**src/rtl/rv32i_pkg.sv**
```systemverilog
// Shared pipeline package: datapath width plus the preload-loader state
// encoding and counter width.
package rv32i_pkg;

  localparam int DPW          = 32;
  localparam int LOADER_CNT_W = 16;

  typedef enum logic [2:0] {
    ST_IDLE,
    ST_LEN_LO,
    ST_LEN_HI,
    ST_DATA,
    ST_WRITE,
    ST_CHECK,
    ST_DONE
  } loader_state_t;

endpackage

```
**src/rtl/byte_packer.sv**
```systemverilog
// Little-endian byte-to-word assembler. Each load drops the byte into the
// lane selected by the 2-bit byte index. On the fourth load, word_full is
// raised and word already carries that fourth byte.
module byte_packer (
  input  logic        clk,
  input  logic        rst,
  input  logic        clear,
  input  logic        load,
  input  logic [7:0]  byte_in,
  output logic        word_full,
  output logic [31:0] word
);

  logic [31:0] word_q;
  logic [1:0]  idx_q;

  // Merge the incoming byte into its lane so a completed word is usable this cycle.
  always_comb begin
    // NOTE: every output of a combinational block gets a default first so no latch is inferred.
    word                          = word_q;
    word[{idx_q, 3'b000} +: 8]    = byte_in;
    word_full                     = load && (idx_q == 2'd3);
  end

  // Byte index and assembly register update.
  always_ff @(posedge clk) begin
    // NOTE: sequential state uses non-blocking assignments so every flop samples pre-edge values.
    if (rst || clear) begin
      idx_q <= 2'd0;
    end else if (load) begin
      idx_q <= idx_q + 2'd1;
    end
    // NOTE: the assembly register is left unreset; all four lanes are rewritten before word_full.
    if (load) begin
      word_q <= word;
    end
  end

endmodule

```
**src/rtl/dmem_loader.sv**
```systemverilog
// Data-memory preload controller: parses a [count_lo, count_hi, data...]
// byte stream and issues one data-cache write per little-endian word.
// Optional trailing XOR checksum byte: define DMEM_LOADER_CHECKSUM_EN.
module dmem_loader
  import rv32i_pkg::*;
#(
  parameter logic [DPW-1:0] BASE_ADDR = '0,
  parameter int             MAX_WORDS = 256
) (
  input  logic                    clk,
  input  logic                    rst,
  input  logic                    start,
  input  logic                    byte_valid,
  input  logic [7:0]              byte_data,
  output logic                    byte_ready,
  output logic                    data_en,
  output logic [DPW-1:0]          input_addr,
  output logic [DPW-1:0]          input_data,
  output logic                    busy,
  output logic                    done,
  output logic                    err,
  output logic [LOADER_CNT_W-1:0] word_cnt
);

`ifdef DMEM_LOADER_CHECKSUM_EN
  localparam loader_state_t TAIL_STATE = ST_CHECK;
`else
  localparam loader_state_t TAIL_STATE = ST_DONE;
`endif

  loader_state_t           state_q, state_next;
  logic [7:0]              count_lo_q;
  logic [LOADER_CNT_W-1:0] count_q;
  logic [LOADER_CNT_W-1:0] cnt_in;
  logic [DPW-1:0]          addr_q;
  logic                    xfer;
  logic                    start_go;
  logic                    err_set;
  logic                    pk_load;
  logic                    pk_full;
  logic [31:0]             pk_word;
`ifdef DMEM_LOADER_CHECKSUM_EN
  logic [7:0]              xor_q;
`endif

  assign byte_ready = (state_q inside {ST_LEN_LO, ST_LEN_HI, ST_DATA, ST_CHECK});
  assign xfer       = byte_valid && byte_ready;
  assign start_go   = start && (state_q inside {ST_IDLE, ST_DONE});
  assign pk_load    = xfer && (state_q == ST_DATA);
  assign cnt_in     = {byte_data, count_lo_q};

  byte_packer u_packer (
    .clk       (clk),
    .rst       (rst),
    .clear     (start_go),
    .load      (pk_load),
    .byte_in   (byte_data),
    .word_full (pk_full),
    .word      (pk_word)
  );

  // State register.
  always_ff @(posedge clk) begin
    if (rst) state_q <= ST_IDLE;
    else     state_q <= state_next;
  end

  // Next-state decode and error detection.
  always_comb begin
    state_next = state_q;
    err_set    = 1'b0;
    case (state_q)
      ST_IDLE, ST_DONE: if (start) state_next = ST_LEN_LO;
      ST_LEN_LO:        if (xfer)  state_next = ST_LEN_HI;
      ST_LEN_HI: begin
        if (xfer) begin
          if (cnt_in == '0) begin
            state_next = TAIL_STATE;
          end else if (32'(cnt_in) > MAX_WORDS) begin
            state_next = ST_DONE;
            err_set    = 1'b1;
          end else begin
            state_next = ST_DATA;
          end
        end
      end
      ST_DATA:  if (pk_full) state_next = ST_WRITE;
      ST_WRITE: state_next = ((word_cnt + 16'd1) < count_q) ? ST_DATA : TAIL_STATE;
      ST_CHECK: begin
`ifdef DMEM_LOADER_CHECKSUM_EN
        if (xfer) begin
          state_next = ST_DONE;
          err_set    = (byte_data != xor_q);
        end
`else
        state_next = ST_DONE;
`endif
      end
      default: state_next = ST_IDLE;
    endcase
  end

  // Registered outputs, counters and the running checksum.
  always_ff @(posedge clk) begin
    if (rst) begin
      data_en    <= 1'b0;
      input_addr <= '0;
      input_data <= '0;
      busy       <= 1'b0;
      done       <= 1'b0;
      err        <= 1'b0;
      word_cnt   <= '0;
      count_lo_q <= '0;
      count_q    <= '0;
      addr_q     <= BASE_ADDR;
`ifdef DMEM_LOADER_CHECKSUM_EN
      xor_q      <= '0;
`endif
    end else begin
      data_en <= (state_next == ST_WRITE);
      busy    <= !(state_next inside {ST_IDLE, ST_DONE});
      done    <= (state_next == ST_DONE);

      if (start_go) begin
        err      <= 1'b0;
        word_cnt <= '0;
        addr_q   <= BASE_ADDR;
`ifdef DMEM_LOADER_CHECKSUM_EN
        xor_q    <= '0;
`endif
      end
      if (err_set) err <= 1'b1;

      if (xfer && (state_q == ST_LEN_LO)) count_lo_q <= byte_data;
      if (xfer && (state_q == ST_LEN_HI)) count_q    <= cnt_in;
`ifdef DMEM_LOADER_CHECKSUM_EN
      if (pk_load) xor_q <= xor_q ^ byte_data;
`endif

      // Present the completed word; address and data then hold until the next one.
      if (pk_full) begin
        input_data <= pk_word;
        input_addr <= addr_q;
      end
      if (state_q == ST_WRITE) begin
        word_cnt <= word_cnt + 16'd1;
        addr_q   <= addr_q + DPW'(4);
      end
    end
  end

endmodule

```
**config.mk**
```make
export PLATFORM = sky130hd
export DESIGN_NAME = dmem_loader
export DESIGN_NICKNAME = d
export VERILOG_FILES = /design/src/rtl/rv32i_pkg.sv /design/src/rtl/byte_packer.sv /design/src/rtl/dmem_loader.sv
export SDC_FILE = /design/constraint.sdc
export NUM_CORES = 1
export LEC_CHECK = 0
export CAP_MARGIN = 20
export CORE_MARGIN = 1.5
export CORE_UTILIZATION = 25
export CTS_CLUSTER_SIZE = 14
export DETAILED_ROUTE_END_ITERATION = 6
export GPL_TIMING_DRIVEN = 0
export HOLD_SLACK_MARGIN = 0.06
export SYNTH_ARGS = -nofsm -noshare
export SYNTH_HDL_FRONTEND = slang
export SYNTH_SLANG_ARGS = --single-unit
```
**constraint.sdc**
```tcl
create_clock -name clk -period 7 [get_ports clk]
set_clock_uncertainty 0.05 [all_clocks]
set_input_delay 1.75 -clock clk [delete_from_list [all_inputs] [get_ports clk]]
set_output_delay 1.75 -clock clk [all_outputs]
set_load 0.01 [all_outputs]
```
==> results of run 1 <==
[power by group]
part	internal [uW]	leakage, uW	switching (uW)	total [uW]
Sequential	971	0.00135	7.78	979
Clock	589	0.000303	405	994
Combinational	50.7	0.00171	108	159
Total	1610	0.00336	521	2130
[final timing paths]
| kind | start | cells after the start | endpoint | slack, ps |
|---|---|---|---|---|
| max | byte_valid | 8 | data_en$_SDFF_PP0_ | 2650 |
| min reg2reg | input_addr[24]$_SDFFE_PP0P_ | 2 | input_addr[24]$_SDFFE_PP0P_ | 410 |
| max reg2reg | word_cnt[0]$_SDFFE_PP0P_ | 12 | data_en$_SDFF_PP0_ | 3060 |
| min | input_addr[24]$_SDFFE_PP0P_ | 2 | input_addr[24]$_SDFFE_PP0P_ | 410 |
[synthesized netlist by cell type, drive strengths merged, types with 8 or more instances]
cell and number:
nand2 181, dfxtp 141, a21oi 101, nor2 94, inv 45, clkbuf 42
o21ai 41, nor3 36, nand3 26, edfxtp 24, ha 22, buf 17
nand4 15, or3 15, xor2 12, and3 11, mux2i 10, o211ai 9
nor4 8
[placed cells by master, fill, tap and decap left out, types with 7 or more instances in the layout]
master | netlist | layout
sky130_fd_sc_hd__ha_1 | 22 | 22
sky130_fd_sc_hd__nand3_1 | 25 | 25
sky130_fd_sc_hd__nand2_1 | 181 | 181
sky130_fd_sc_hd__clkbuf_16 | 0 | 18
sky130_fd_sc_hd__nand4_1 | 12 | 12
sky130_fd_sc_hd__clkbuf_1 | 39 | 39
sky130_fd_sc_hd__mux2i_1 | 10 | 10
sky130_fd_sc_hd__o21ai_0 | 41 | 41
sky130_fd_sc_hd__clkdlybuf4s50_1 | 0 | 86
sky130_fd_sc_hd__o211ai_1 | 9 | 9
sky130_fd_sc_hd__nor3_1 | 34 | 34
sky130_fd_sc_hd__a21oi_1 | 101 | 101
sky130_fd_sc_hd__and3_1 | 10 | 10
sky130_fd_sc_hd__edfxtp_1 | 24 | 24
sky130_fd_sc_hd__nor2_1 | 94 | 94
sky130_fd_sc_hd__buf_2 | 11 | 11
sky130_fd_sc_hd__dfxtp_1 | 141 | 141
sky130_fd_sc_hd__xor2_1 | 12 | 12
sky130_fd_sc_hd__nor4_1 | 7 | 7
sky130_fd_sc_hd__or3_1 | 15 | 15
sky130_fd_sc_hd__inv_1 | 45 | 45
[metrics by stage]
step	area [um^2]	utilization, %
3_3_place_gp	8840	29.9
2_1_floorplan	7490	-
3_5_place_dp	8840	29.9
5_1_grt	9470	32.0
4_1_cts	9470	32.0
6_report	9470	32.0
[cell families (layout without fill, tap and decap cells)]
group | Yosys count | in the layout | share of synthesized area (%)
AO/OA/AOI/OAI | 178 | 178 | 13.3
AND/OR/NAND/NOR | 412 | 412 | 25.7
buffers and inverters | 104 | 222 | 6.03
multiplexers | 14 | 14 | 1.94
flip-flops | 165 | 165 | 47.3
XOR/XNOR | 17 | 17 | 1.99
adder cells (fa/ha/maj) | 22 | 22 | 3.68
other | 1 | 2 | 0.0501
[layout make-up]
class	instances	area share, %
Inverter	45	1.78
Tap cell	390	5.16
Sequential cell	165	37.4
Clock inverter	13	1.80
Multi-Input combinational cell	645	36.9
Timing Repair Buffer	86	9.09
Buffer	59	3.00
Clock buffer	19	4.80
[state kept, by name, summed over array words and instances (netlist names), 2 cells and up]
name / count
count_lo_q: 8
state_q: 3
u_packer.word_q: 24
addr_q: 30
count_q: 16
input_addr: 30
input_data: 32
u_packer.idx_q: 2
word_cnt: 16
[worst register-to-register path: stages (launching register included)]
cell and delay [ps]:
sky130_fd_sc_hd__dfxtp_1 480, sky130_fd_sc_hd__ha_1 310, sky130_fd_sc_hd__nand2_1 130, sky130_fd_sc_hd__nor4_1 560, sky130_fd_sc_hd__nand3_1 250, sky130_fd_sc_hd__xnor2_1 210, sky130_fd_sc_hd__ha_1 310, sky130_fd_sc_hd__nand4_1 170
sky130_fd_sc_hd__nor3_1 260, sky130_fd_sc_hd__a31oi_1 140, sky130_fd_sc_hd__and3_1 170, sky130_fd_sc_hd__o2111a_1 270, sky130_fd_sc_hd__nor3_1 460
[per-layer routing]
metal,part of all wire [%],global-route usage (%)
met5,0,0
met4,1.5,4.67
met3,5.5,3.10
met2,45,22.4
met1,48,18.6
==> metrics.md, run 1 <==
| Metric | Value |
|---|---|
| Distinct cell type count of the synthesized netlist | 60 |
| Most area-hungry cell type in the Yosys netlist | sky130_fd_sc_hd__dfxtp_1 |
| Number of synthesis warnings | 0 |
| Worst setup EP type | flip-flop |
| Antenna violations before repair | 0 |
| Worst skew pair latency | 430 ps |
| Post-Synthesis Cell Area | 7490 um^2 |
| Total power | 2130 uW |
| FP Rows | 63 |
| Number of antenna diodes | 0 |
| Power density over the cells | 225 nW/um^2 |
| Maximum VDD drop | 0.120 mV |
| Drt pass-1 iters | 5 |
| Area share of the leading cell type in the synthesized netlist | 37.7% |
| CTS tree | built |
| Critical path cell sequence | clkdlybuf4s50_1, inv_1, nor2_1, and3_1, clkbuf_2, nand2_1, o2111a_1, nor3_1 |
| Detailed Route Iter0 Violations | 460 |
| TritonCTS Buffers | 17 |
| Post-route worst hold slack | 405 ps |
| Drt via density | 4.66 |
| Number of maximum-capacitance violations | 0 |
| Critical Path AT | 4560 ps |
| Die outline height | 176 um |
| Clock sink total | 165 |
| Leftover overflow at the end of global routing | 0 |
| #FFs+latches synth | 165 |
| Number of buffers on the longest clock path | 2 |
| Count of hold buffers inserted by post-cts repair | 0 |
| Run status | finished, final reports clean |
| Post-synth EDFFs | 24 |
| Wire length of the first global-routing pass | 33.8 mm |
| Leakage power figure | 0.00336 uW |
| Share of post-route cells with drive strength above 1 | 6.30% |
| Sequential fraction of the synthesis area | 47.3% |
| Die area | 31000 um^2 |
| CTS Root Buffer Type | sky130_fd_sc_hd__clkbuf_16 |
| Quantity of gates resized following cts | 0 |
| Worst Hold Class | reg -> reg |
| Total Routing Usage GR | 14.0% |
| Cell Count, Final, Fillers Out | 1422 |
| Post-detail-place hpwl | 15.5 mm |
| Post-route clock period utilization | 62.1% |
| PnR worst setup slack | 2650 ps |
| Multi-input combinational cell area | 3500 um^2 |
| Time the final worst path needs with I/O delays and setup | 4350 ps |
| Number of buffers and inverters on the critical path | 3 |
| Required time of the worst setup path | 7220 ps |
| Avg WL per Cell | 15.0 um |
| Number of top-level pins | 97 |
| Cells after Synth | 913 |
| Final GP Congestion | 0.803 |
| DP Cell Count | 1390 |
| Register area | 3540 um^2 |
| Area Growth Syn to Fin | 26.4% |
| Number of filler instances in the final layout | 3101 |
| Total via count in the routed design | 6621 |
| Final TNS setup | 0 ps |
| Vias in the first global route | 6353 |
| Number of port buffers | 86 |
| Post-detailed-routing wire length | 21.4 mm |
| DRC errors left | 0 |
| H-tree Lvls | 4 |
| Pins Over Slew Limit | 0 |
| Slew HR | 43.0% |
| Proportion of synthesized flip-flops having asynchronous set or reset | 0% |
| Slowest cell on the critical path | sky130_fd_sc_hd__clkbuf_2 |
| Clock Pin Slew Worst Setup and Hold Paths | 60 ps |
| Width of the die | 176 um |
| Count of endpoints failing hold in the final timing report | 0 |
| Initial core utilization | 25.3% |
| Dominant register cell in the synthesized netlist | sky130_fd_sc_hd__dfxtp_1 |
| Post-CTS setup buffer count | 0 |
| Actual transition at the worst max-transition pin | 852 ps |
| Highest cell delay on the worst timing path | 550 ps |
| Final Setup Violations | 0 |
| Start-to-end type of the worst setup path | in -> reg |
| Main area contributors after synthesis | sky130_fd_sc_hd__dfxtp_1 (38%), sky130_fd_sc_hd__edfxtp_1 (9.6%), sky130_fd_sc_hd__nand2_1 (9.1%) |
| RSZ-0062 raised after global routing | no |
| Per-instance average area after synthesis | 8.20 um^2 |
| Dominant delay contributor by cell family on the critical path | simple AND/OR/NAND/NOR gates |
| Largest net degree at the start of global routing | 30 |
| Kind of start point of the critical path | input pin |
| Core area | 29600 um^2 |
| Fin nets | 1053 |
| Dpl ws | 2180 ps |
| Count of antenna-violating nets left after detailed routing | 0 |
| Maximum fanout encountered on the critical timing path | 29 |
| Highest Clock Rate | 0.230 GHz |
(Power assumes the default switching activity.)
==> run 2: changes to the inputs <==
Clock period 7 ns to 3.8 ns, I/O delays scaled along.
==> run 2 against run 1 <==
Hold slack is essentially flat. Sequential cell count is the same. First-iteration DRC count shrank 4.1%. Register-to-register slack lost 2800 ps. Setup slack lost 2400 ps. Final cell count is the same. Largest power group unchanged. Cell area grew 0.42%. Via count is essentially flat. Global-route usage is essentially flat.
==> metrics.md, run 2 (synthesis results as in run 1) <==
| Metric | Value |
|---|---|
| Biggest register | input_data |
| Highest cell delay on the worst timing path | 480 ps (-70 ps) |
| Dominant delay contributor by cell family on the critical path | simple AND/OR/NAND/NOR gates |
| Number of buffers on the longest clock path | 2 (unchanged) |
| Core area | 29600 um^2 (unchanged) |
| Final GP Congestion | 0.803 (unchanged) |
| Width of the die | 176 um (unchanged) |
| Area Growth Syn to Fin | 27.0% |
| Required time of the worst setup path | 4060 ps (-3160 ps) |
| Vias in the first global route | 6356 (+0.047%) |
| Largest net degree at the start of global routing | 30 (unchanged) |
| Avg WL per Cell | 15.0 um (about the same) |
| Count of endpoints failing hold in the final timing report | 0 (unchanged) |
| Die area | 31000 um^2 (unchanged) |
| Critical R2R Capture | data_en$_SDFF_PP0_ |
| Post-route worst hold slack | 405 ps (-0.218 ps) |
| Worst Hold Class | reg -> reg |
| Power density over the cells | 413 nW/um^2 (+84%) |
| Slowest cell on the critical path | sky130_fd_sc_hd__dfxtp_1 |
| Number of buffers and inverters on the critical path | 0 (-3) |
| Post-detailed-routing wire length | 21.4 mm (about the same) |
| Total via count in the routed design | 6619 (-0.030%) |
| Drt via density | 4.65 (about the same) |
| Post-detail-place hpwl | 15.5 mm (unchanged) |
| Count of hold buffers inserted by post-cts repair | 0 (unchanged) |
| Commonest non-fill, non-tap cells in the layout | sky130_fd_sc_hd__nand2_1 (181), sky130_fd_sc_hd__dfxtp_1 (141), sky130_fd_sc_hd__a21oi_1 (101) |
| Number of antenna diodes | 0 (unchanged) |
| Highest Clock Rate | 0.282 GHz |
| Largest registers | input_data x32, addr_q x30, input_addr x30 |
| Worst skew pair latency | 430 ps (about the same) |
| Leakage power figure | 0.00340 uW (+1.0%) |
| Number of maximum-capacitance violations | 0 (unchanged) |
| Max reg flops | 32 (unchanged) |
| RSZ-0062 raised after global routing | no |
| Wire length of the first global-routing pass | 33.8 mm (+0.18%) |
| Number of port buffers | 86 (unchanged) |
| Worst setup path end | data_en$_SDFF_PP0_ |
| Register area | 3540 um^2 (unchanged) |
| Cell with the most instances on the worst path | sky130_fd_sc_hd__ha_1 |
| R2r startpoint | word_cnt[0]$_SDFFE_PP0P_ |
| Number of top-level pins | 97 (unchanged) |
| Kind of start point of the critical path | flip-flop |
| Worst setup EP type | flip-flop |
| Start-to-end type of the worst setup path | reg -> reg |
| Total power | 3930 uW (+84%) |
| Path depth of the worst reg2reg path | 12 (unchanged) |
| Pins Over Slew Limit | 0 (unchanged) |
| Reg2reg setup slack | 260 ps (-2800 ps) |
| Maximum fanout encountered on the critical timing path | 7 (-76%) |
| Clock sink total | 165 (unchanged) |
| Actual transition at the worst max-transition pin | 841 ps (-11.8 ps) |
| Maximum VDD drop | 0.222 mV (+85%) |
| Post-route clock period utilization | 93.2% |
| Time the final worst path needs with I/O delays and setup | 3540 ps |
| Critical path cell sequence | ha_1, nand2_1, nor4_4, nand3_1, xnor2_1, ha_1, nand4_1, a311oi_1, a31oi_1, and3_1, o2111a_1, nor3_2 |
| Fin nets | 1053 (unchanged) |
| Depth of the critical timing path with buffers and inverters included | 12 (+4) |
| DRC errors left | 0 (unchanged) |
| FP Rows | 63 (unchanged) |
| Count of antenna-violating nets left after detailed routing | 0 (unchanged) |
| Critical Path AT | 3810 ps (-750 ps) |
| Antenna violations before repair | 0 (unchanged) |
| TritonCTS Buffers | 17 (unchanged) |
| Start point of the critical path | word_cnt[0]$_SDFFE_PP0P_ |
| Run status | finished, final reports clean |
| Leftover overflow at the end of global routing | 0 (unchanged) |
| CTS Root Buffer Type | sky130_fd_sc_hd__clkbuf_16 |
| Die outline height | 176 um (unchanged) |
| Initial core utilization | 25.3% (unchanged) |
| Post-CTS setup buffer count | 0 (unchanged) |
| Slew HR | 43.8% (+0.79 points) |
| Final Setup Violations | 0 (unchanged) |
| H-tree Lvls | 4 (unchanged) |
| Commonest non-fill, non-tap cell in the layout | sky130_fd_sc_hd__nand2_1 |
| Clock Pin Slew Worst Setup and Hold Paths | 70 ps (about the same) |
| Share of post-route cells with drive strength above 1 | 6.69% (+0.39 points) |
| Detailed Route Iter0 Violations | 441 (-4.1%) |
| Drt pass-1 iters | 5 (unchanged) |
| CTS tree | built |
| Number of filler instances in the final layout | 3092 (-0.29%) |
| Multi-input combinational cell area | 3540 um^2 (+1.1%) |
| Total Routing Usage GR | 14.0% (+0.023 points) |
## run 2: metal layers
metal	global-route usage [%]	part of all wire (%)	vias up
li1	-	-	3323
met1	18.7	48	3091
met2	22.4	45	180
met3	3.10	5.7	25
met4	4.70	1.5	0
met5	0	0	-
## run 2: where the power goes
group	switching, uW	internal [uW]	leakage, uW
clock network	747	1080	0.000303
registers	14.3	1790	0.00135
logic	202	93.7	0.00174
total	963	2970	0.00340
## run 2: per-stage QoR
stage | instance area [um^2] | worst slack [ps] | instances | util [%] | TNS, ps
6_report | 9510 | 257 | 1422 | 32.2 | 0
5_1_grt | 9510 | 27.3 | 1422 | 32.2 | 0
4_1_cts | 9480 | 27.4 | 1422 | 32.1 | 0
3_5_place_dp | 8840 | -217 | 1390 | 29.9 | -392
3_3_place_gp | 8840 | -1060 | 1390 | 29.9 | -49230
2_1_floorplan | 7490 | 739 | 914 | - | 0
## run 2: worst min path at each step
| stage | start | cells after the start | slack (ps) | to |
|---|---|---|---|---|
| 4_1_cts | input_addr[31]$_SDFFE_PP0P_ | 2 | 410 | input_addr[31]$_SDFFE_PP0P_ |
| 6_report | input_addr[31]$_SDFFE_PP0P_ | 2 | 410 | input_addr[31]$_SDFFE_PP0P_ |
| 5_1_grt | input_addr[31]$_SDFFE_PP0P_ | 2 | 430 | input_addr[31]$_SDFFE_PP0P_ |
| 3_5_place_dp | input_addr[2]$_SDFFE_PP0P_ | 2 | 400 | input_addr[2]$_SDFFE_PP0P_ |
| 3_3_place_gp | input_addr[31]$_SDFFE_PP0P_ | 2 | 390 | input_addr[31]$_SDFFE_PP0P_ |
| 2_1_floorplan | count_q[10]$_SDFFE_PP0P_ | 2 | 390 | count_q[10]$_SDFFE_PP0P_ |
## run 2: layout make-up
| type | instances | area share [%] |
|---|---|---|
| multi-input cells | 645 | 37.2 |
| well taps | 390 | 5.13 |
| clock buffers | 19 | 4.78 |
| clock inverters | 13 | 1.79 |
| inverters | 45 | 1.78 |
| flip-flops and latches | 165 | 37.3 |
| plain buffers | 59 | 2.99 |
| repair buffers | 86 | 9.06 |
## run 2: worst min-delay path, stage by stage, from the launching register on
cell,delay [ps]
sky130_fd_sc_hd__dfxtp_1,310
sky130_fd_sc_hd__nand2_1,50
sky130_fd_sc_hd__a21oi_1,50
## run 2: repair_timing
action | 4_1_cts | 5_1_grt
cloned | 0 | 0
gates resized for setup | 3 | 3
setup endpoints to repair | 2 | 2
